`src/rtl/w80386dx_tlb_pkg.sv`:
```
// rtl/w80386dx_tlb_pkg.sv - shared types, field positions and helpers for the TLB test engine
package w80386dx_tlb_pkg;

    localparam int DEF_SET_BITS = 3;
    localparam int PA_W         = 20;

    // TR6 field positions
    localparam int TR6_C        = 0;
    localparam int TR6_WN       = 5;
    localparam int TR6_W        = 6;
    localparam int TR6_UN       = 7;
    localparam int TR6_U        = 8;
    localparam int TR6_DN       = 9;
    localparam int TR6_D        = 10;
    localparam int TR6_V        = 11;
    localparam int TR6_SET_LSB  = 12;

    // TR7 field positions
    localparam int TR7_REP_LSB  = 2;
    localparam int TR7_HT       = 4;
    localparam int TR7_PA_LSB   = 12;

    // One TLB entry at the default geometry, MSB to LSB
    typedef struct packed {
        logic                     v;
        logic [19-DEF_SET_BITS:0] tag;
        logic                     d;
        logic                     u;
        logic                     w;
        logic [PA_W-1:0]          pa;
    } tlb_entry_t;

    typedef enum logic [1:0] {
        ST_IDLE,
        ST_WRITE,
        ST_LOOKUP,
        ST_RESULT
    } tlb_state_e;

    // A (bit, bit#) request pair: 10 needs a set bit, 01 a clear bit, 00/11 match anything
    function automatic logic attr_ok(input logic want, input logic want_n, input logic ebit);
        case ({want, want_n})
            2'b10:   return ebit;
            2'b01:   return !ebit;
            default: return 1'b1;
        endcase
    endfunction

    // Lookup result in TR7 layout
    function automatic logic [31:0] tr7_result(input logic [PA_W-1:0] pa, input logic ht,
                                               input logic [1:0] rep);
        logic [31:0] r;
        r = '0;
        r[31:TR7_PA_LSB]       = pa;
        r[TR7_HT]              = ht;
        r[TR7_REP_LSB +: 2]    = rep;
        return r;
    endfunction

endpackage

```
`src/rtl/tlb_test_engine_if.sv`:
```
// rtl/tlb_test_engine_if.sv - command, TLB array and TR7 write-back signals of the test engine
interface tlb_test_engine_if
    import w80386dx_tlb_pkg::*;
#(
    parameter int SET_BITS = DEF_SET_BITS
) ();
    localparam int ENTRY_W = 44 - SET_BITS;

    logic                cmd_valid;
    logic                cmd_ready;
    logic [31:0]         tr6;
    logic [31:0]         tr7;
    logic                tlb_req;
    logic                tlb_we;
    logic [SET_BITS-1:0] tlb_set;
    logic [1:0]          tlb_way;
    logic [ENTRY_W-1:0]  tlb_wdata;
    logic                tlb_ack;
    logic [ENTRY_W-1:0]  tlb_rdata;
    logic                tr7_we;
    logic [31:0]         tr7_wdata;
    logic                busy;

    modport master (
        input  cmd_valid, tr6, tr7, tlb_ack, tlb_rdata,
        output cmd_ready, tlb_req, tlb_we, tlb_set, tlb_way, tlb_wdata,
               tr7_we, tr7_wdata, busy
    );

    modport slave (
        output cmd_valid, tr6, tr7, tlb_ack, tlb_rdata,
        input  cmd_ready, tlb_req, tlb_we, tlb_set, tlb_way, tlb_wdata,
               tr7_we, tr7_wdata, busy
    );
endinterface

```
`src/rtl/tlb_test_match.sv`:
```
// rtl/tlb_test_match.sv - combinational hit compare of a lookup command against one entry
module tlb_test_match
    import w80386dx_tlb_pkg::*;
#(
    parameter int SET_BITS = DEF_SET_BITS
) (
    input  logic [19-SET_BITS:0] tag,   // command tag
    input  logic [5:0]           attr,  // {D, D#, U, U#, W, W#} from TR6
    input  logic [23-SET_BITS:0] hdr,   // entry without PA: {V, TAG, D, U, W}
    output logic                 hit
);
    // Valid, tag equal, and every attribute pair satisfied
    always_comb begin
        hit = hdr[23-SET_BITS]
            && (hdr[22-SET_BITS:3] == tag)
            && attr_ok(attr[5], attr[4], hdr[2])
            && attr_ok(attr[3], attr[2], hdr[1])
            && attr_ok(attr[1], attr[0], hdr[0]);
    end
endmodule

```
`src/rtl/tlb_test_engine.sv`:
```
// rtl/tlb_test_engine.sv - executes TR6/TR7 TLB write and lookup commands against the TLB array
module tlb_test_engine
    import w80386dx_tlb_pkg::*;
#(
    parameter int SET_BITS = DEF_SET_BITS
) (
    input  logic              clock,
    input  logic              reset,
    tlb_test_engine_if.master bus
);
    localparam int TAG_W   = 20 - SET_BITS;
    localparam int ENTRY_W = 4 + TAG_W + PA_W;
    localparam int TAG_LSB = TR6_SET_LSB + SET_BITS;

    tlb_state_e       state_q, state_d;
    logic [31:TR6_WN] tr6_q, tr6_d;       // bits below W# are never used after accept
    logic [PA_W-1:0]  pa_q, pa_d;         // TR7 PA field for writes
    logic [1:0]       wr_way_q, wr_way_d; // TR7 way field for writes
    logic [1:0]       way_q, way_d;       // lookup probe counter
    logic [31:0]      res_q, res_d;       // pending TR7 write-back value
    logic             hit;

    tlb_test_match #(.SET_BITS(SET_BITS)) u_match (
        .tag  (tr6_q[31:TAG_LSB]),
        .attr ({tr6_q[TR6_D], tr6_q[TR6_DN], tr6_q[TR6_U],
                tr6_q[TR6_UN], tr6_q[TR6_W], tr6_q[TR6_WN]}),
        .hdr  (bus.tlb_rdata[ENTRY_W-1:PA_W]),
        .hit  (hit)
    );

    // Command capture, way probing and result assembly
    always_comb begin
        state_d  = state_q;
        tr6_d    = tr6_q;
        pa_d     = pa_q;
        wr_way_d = wr_way_q;
        way_d    = way_q;
        res_d    = res_q;
        case (state_q)
            ST_IDLE: begin
                if (bus.cmd_valid) begin
                    tr6_d    = bus.tr6[31:TR6_WN];
                    pa_d     = bus.tr7[31:TR7_PA_LSB];
                    wr_way_d = bus.tr7[TR7_REP_LSB +: 2];
                    way_d    = 2'd0;
                    state_d  = bus.tr6[TR6_C] ? ST_LOOKUP : ST_WRITE;
                end
            end
            ST_WRITE: begin
                if (bus.tlb_ack) begin
                    state_d = ST_IDLE;
                end
            end
            ST_LOOKUP: begin
                if (bus.tlb_ack) begin
                    if (hit) begin
                        res_d   = tr7_result(bus.tlb_rdata[PA_W-1:0], 1'b1, way_q);
                        state_d = ST_RESULT;
                    end else if (way_q == 2'd3) begin
                        res_d   = tr7_result('0, 1'b0, 2'd0);
                        state_d = ST_RESULT;
                    end else begin
                        way_d = way_q + 2'd1;
                    end
                end
            end
            ST_RESULT: begin
                state_d = ST_IDLE;
            end
            default: begin
                state_d = ST_IDLE;
            end
        endcase
    end

    // State and captured command registers; reset aborts any access in flight
    always_ff @(posedge clock or negedge reset) begin
        if (!reset) begin
            state_q  <= ST_IDLE;
            tr6_q    <= '0;
            pa_q     <= '0;
            wr_way_q <= '0;
            way_q    <= '0;
            res_q    <= '0;
        end else begin
            state_q  <= state_d;
            tr6_q    <= tr6_d;
            pa_q     <= pa_d;
            wr_way_q <= wr_way_d;
            way_q    <= way_d;
            res_q    <= res_d;
        end
    end

    // Outputs decode straight from the state so reset drops the request at once
    assign bus.busy      = (state_q != ST_IDLE);
    assign bus.cmd_ready = (state_q == ST_IDLE);
    assign bus.tlb_req   = (state_q == ST_WRITE) || (state_q == ST_LOOKUP);
    assign bus.tlb_we    = (state_q == ST_WRITE);
    assign bus.tlb_set   = tr6_q[TR6_SET_LSB +: SET_BITS];
    assign bus.tlb_way   = (state_q == ST_WRITE) ? wr_way_q : way_q;
    assign bus.tlb_wdata = {tr6_q[TR6_V], tr6_q[31:TAG_LSB], tr6_q[TR6_D],
                            tr6_q[TR6_U], tr6_q[TR6_W], pa_q};
    assign bus.tr7_we    = (state_q == ST_RESULT);
    assign bus.tr7_wdata = res_q;

endmodule

```
`src/flat_wrapper.sv`:
```
// flat-port wrapper written by rule: the top's interface ports become plain ports
module tlb_test_engine_flat import w80386dx_tlb_pkg::*;
#(
    parameter int SET_BITS = DEF_SET_BITS
)
  (clock, reset, bus_cmd_valid, bus_tr6, bus_tr7, bus_tlb_ack, bus_tlb_rdata, bus_cmd_ready, bus_tlb_req, bus_tlb_we, bus_tlb_set, bus_tlb_way, bus_tlb_wdata, bus_tr7_we, bus_tr7_wdata, bus_busy);
  tlb_test_engine_if #(.SET_BITS(SET_BITS)) bus_i ();
  input  logic clock;
  input  logic reset;
  input wire logic [$bits(bus_i.cmd_valid)-1:0] bus_cmd_valid;
  input wire logic [$bits(bus_i.tr6)-1:0] bus_tr6;
  input wire logic [$bits(bus_i.tr7)-1:0] bus_tr7;
  input wire logic [$bits(bus_i.tlb_ack)-1:0] bus_tlb_ack;
  input wire logic [$bits(bus_i.tlb_rdata)-1:0] bus_tlb_rdata;
  output wire logic [$bits(bus_i.cmd_ready)-1:0] bus_cmd_ready;
  output wire logic [$bits(bus_i.tlb_req)-1:0] bus_tlb_req;
  output wire logic [$bits(bus_i.tlb_we)-1:0] bus_tlb_we;
  output wire logic [$bits(bus_i.tlb_set)-1:0] bus_tlb_set;
  output wire logic [$bits(bus_i.tlb_way)-1:0] bus_tlb_way;
  output wire logic [$bits(bus_i.tlb_wdata)-1:0] bus_tlb_wdata;
  output wire logic [$bits(bus_i.tr7_we)-1:0] bus_tr7_we;
  output wire logic [$bits(bus_i.tr7_wdata)-1:0] bus_tr7_wdata;
  output wire logic [$bits(bus_i.busy)-1:0] bus_busy;
  assign bus_i.cmd_valid = bus_cmd_valid;
  assign bus_i.tr6 = bus_tr6;
  assign bus_i.tr7 = bus_tr7;
  assign bus_i.tlb_ack = bus_tlb_ack;
  assign bus_i.tlb_rdata = bus_tlb_rdata;
  assign bus_cmd_ready = bus_i.cmd_ready;
  assign bus_tlb_req = bus_i.tlb_req;
  assign bus_tlb_we = bus_i.tlb_we;
  assign bus_tlb_set = bus_i.tlb_set;
  assign bus_tlb_way = bus_i.tlb_way;
  assign bus_tlb_wdata = bus_i.tlb_wdata;
  assign bus_tr7_we = bus_i.tr7_we;
  assign bus_tr7_wdata = bus_i.tr7_wdata;
  assign bus_busy = bus_i.busy;
  tlb_test_engine #(.SET_BITS(SET_BITS)) u_core (.clock(clock), .reset(reset), .bus(bus_i));
endmodule
```
`config.mk`:
```
export PLATFORM = sky130hd
export DESIGN_NAME = tlb_test_engine_flat
export DESIGN_NICKNAME = d
export VERILOG_FILES = /design/src/rtl/w80386dx_tlb_pkg.sv /design/src/rtl/tlb_test_engine_if.sv /design/src/rtl/tlb_test_match.sv /design/src/rtl/tlb_test_engine.sv /design/src/flat_wrapper.sv
export SDC_FILE = /design/constraint.sdc
export NUM_CORES = 1
export LEC_CHECK = 0
export ABC_AREA = 1
export ABC_CLOCK_PERIOD_IN_PS = 1800
export CAP_MARGIN = 5
export CORE_MARGIN = 2
export CORE_UTILIZATION = 62
export CTS_CLUSTER_SIZE = 20
export DETAILED_ROUTE_END_ITERATION = 7
export DONT_BUFFER_PORTS = 1
export PLACE_DENSITY = 0.78
export SYNTH_ARGS = -nofsm -noshare
export SYNTH_HDL_FRONTEND = slang
export SYNTH_SLANG_ARGS = --single-unit
```
`constraint.sdc`:
```
create_clock -name clock -period 1.8 [get_ports clock]
set_input_delay 0.18 -clock clock [delete_from_list [all_inputs] [get_ports clock]]
set_output_delay 0.18 -clock clock [all_outputs]
set_load 0.02 [all_outputs]
```
==> run summary <==
Worst EP arrival: 2.18 ns
Slowest-stage cell, CP: dfrtp_2
Final setup viols: 25
Number of max-cap violations: 0
DRT antenna net count: 0
Cell Area, Synth: 3894 sq um
Crit path required time: 2.08 ns
Reg clk slew, reported paths: 0.08 ns
Core area: 5991 sq um
Vias per cell: 5.277
Final core utilization: 83.35%
Worst Reg2Reg Path Length in Cells: 8
Gpl congestion: 0.7859
Worst reg-to-reg setup slack: -0.10 ns
Number of global-route vias before repair: 3180
Clock skew: 0.01039 ns
Hpwl dp: 5437 um
Most numerous cell in the Yosys netlist: nand2_1
Synth async-reset ratio: 100.0%
Iteration count of the initial detailed-routing pass: 4
Post-synth cell types: 24
Root buffer cell: clkbuf_8
Clock Latency Late Sink: 0.35 ns
Reg-to-reg endpoint: u_core.way_q[1]$_DFFE_PN0P_
EDFF count, synth: 0
CP most frequent cell: inv_1
Final instance area: 4994 sq um
Family with the most delay on the worst path: compound AO/OA/AOI/OAI gates
Worst setup path endpoint: u_core.way_q[1]$_DFFE_PN0P_
Global route overflow: 0
CP max stage delay: 0.46 ns
Post-Route WL: 10460 um
Hold Vio Cnt, Final: 76
IO Pins: 192
Area grow syn2layout: 28.25%
Cell area power density: 1530 nW/um^2
Drt wl/cell: 18.12 um
Initial antenna violation count: 0
Top-area cell type share of the netlist area: 48.84%
Synth area leader: dfrtp_1
Die Y: 83.25 um
Crit. Startpoint: u_core.state_q[0]$_DFFE_PN0P_
IO buf count: 0
Placed cell areas: 3945 sq um
CTS tree: built
RSZ-0062 raised after global routing: true
Post-synth top flop: dfrtp_1
Static Leak: 2.513 nW
Seq cells post-synth: 76
Outcome: finished with violations
DRT iter0 DRCs: 151
Top cells by area, synth: dfrtp_1 49%, nand2_1 9.3%, mux2_2 8.7%, buf_4 6.4%, inv_1 5.9%
Post-layout min period: 1.905 ns
Peak Freq: 0.5250 GHz
First-pass GRT wire length: 15640 um
Worst setup margin: -0.1048 ns
Share of cells above drive strength 1: 28.14%
Period utilization: 105.8%
Sequential element share of the synthesized area: 48.84%
DRC violations left: 0
Core Rows: 28
CTS buffer count: 9
Largest net degree at the start of global routing: 77
Worst Setup Path Type: reg -> reg
Fin nets: 616
Vias: 3045
CTS Buffer Depth: 2
CP Cell Sequence: inv_1 -> ha_1 -> inv_1 -> o21ai_0 -> nor2_1 -> nand2_4 -> nand2_1 -> o21ai_1
DIE WIDTH: 83.25 um
Critical path depth in cells: 8
Total global-route track usage: 28.79%
Hold_ws: -0.4853 ns
H-tree depth: 3
Pre-CTS setup slack: -0.04464 ns
CTS sink count: 76
Initial Utilization: 65.00%
Commonest cells post-synth: 96 x nand2_1, 76 x dfrtp_1, 61 x inv_1
Final Slew Violations: 0
Worst-path maximum fanout: 4
Post-Synthesis Cells: 425
Slew margin rel.: 66.34%
CP bufs+invs: 2
Total die area: 6930 sq um
Worst r2r src: u_core.state_q[0]$_DFFE_PN0P_
Dpl cells: 493
Syn avg cell area: 9.162 sq um
Worst slew pin tran: 0.4996 ns
Synth Warn #: 0
Worst Hold Class: in -> async
Final cell count without fillers: 577
Worst setup EP type: flop
Failing checks: negative hold slack, negative setup slack
Startpoint Class: flop
Peak supply drop: 1.558 mV
Setup tns final: -0.9789 ns
flip-flops by register name (all words and copies together), names as in the netlist:
name and count:
u_core.tr6_q 27, u_core.bus.tr7_wdata 23, u_core.pa_q 20, u_core.state_q 2, u_core.way_q 2, u_core.wr_way_q 2
where the power goes:
part / switching, mW / internal (mW) / leakage, nW
clock: 0.658 / 0.684 / 0.0999
sequential: 0.855 / 2.30 / 0.930
combinational: 1.76 / 1.39 / 1.48
layer usage:
metal / GRT usage [%] / share of wire (%) / vias up
li1: - / - / 1412
met1: 31.74 / 35 / 1428
met2: 50.00 / 53 / 167
met3: 11.13 / 9.0 / 38
met4: 11.18 / 3.1 / 0
met5: 0 / 0 / -
worst reg2reg max path, delay by kind of cell, from the launching register on:
kind	cells	cell delay [ns]
adder cells (fa/ha/maj)	1	0.28
AO/OA/AOI/OAI	2	0.51
buffers and inverters	2	0.23
flip-flops	1	0.46
AND/OR/NAND/NOR	3	0.34
area by class of cell:
| cell class | instances | area (sq um) |
|---|---|---|
| multi-input combinational | 246 | 1590 |
| sequential | 76 | 1903 |
| clock buffer | 11 | 141.4 |
| timing repair buffer | 96 | 950.9 |
| antenna | 1 | 2.502 |
| inverter | 67 | 251.5 |
| tap | 75 | 93.84 |
| fill | 329 | 997.2 |
| clock inverter | 5 | 60.06 |
worst min path at each step:
stage,start,depth (start not counted),end
floorplan,reset,0,u_core.bus.tr7_wdata[12]$_DFFE_PN0P_
global placement,reset,0,u_core.tr6_q[14]$_DFFE_PN0P_
detailed placement,reset,0,u_core.pa_q[12]$_DFFE_PN0P_
CTS,reset,0,u_core.tr6_q[24]$_DFFE_PN0P_
global route,reset,0,u_core.pa_q[16]$_DFFE_PN0P_
finish,reset,0,u_core.pa_q[16]$_DFFE_PN0P_
cell families (layout without fill, tap and decap cells):
family                   after synthesis  in the layout  share of synthesized area (%)
buffers and inverters                112            179                          14.81
AO/OA/AOI/OAI                         54             54                          8.837
adder cells (fa/ha/maj)               11             11                          3.535
AND/OR/NAND/NOR                      141            142                          15.20
other                                  1             10                        0.09631
flip-flops                            76             76                          48.84
multiplexers                          30             30                          8.676
through the flow:
| stage | hold WS [ns] | total power [mW] |
|---|---|---|
| finish | -0.4853 | 7.643 |
| global route | -0.5061 | 8.115 |
| CTS | -0.4871 | 7.197 |
| detailed placement | -0.1146 | 5.736 |
| global placement | -0.1143 | 5.620 |
| floorplan | -0.1156 | 5.239 |
placed cells by master (no fill, tap or decap), types with 2 or more instances in the layout:
cell type,count
nand2_2,6
nand2_1,87
a21oi_2,3
nand3_4,3
nand2_4,4
clkbuf_16,2
dlygate4sd3_1,60
a21oi_1,20
buf_4,29
o21ai_2,21
ha_4,3
clkbuf_8,10
o21ai_0,6
buf_12,3
inv_1,56
conb_1,9
inv_2,11
nor2_4,3
ha_2,2
o21ai_1,2
dfrtp_1,75
nand3_1,2
ha_1,6
nor2_1,35
mux2_2,30
buf_6,2
repair_timing:
action,in CTS,in global routing
setup buffers,0,3
hold buffers,58,2
setup endpoints to repair,24,32
hold endpoints to repair,134,78
resized for setup,6,34
pin swaps,1,10
cloned,1,3
(Power assumes the default switching activity.)
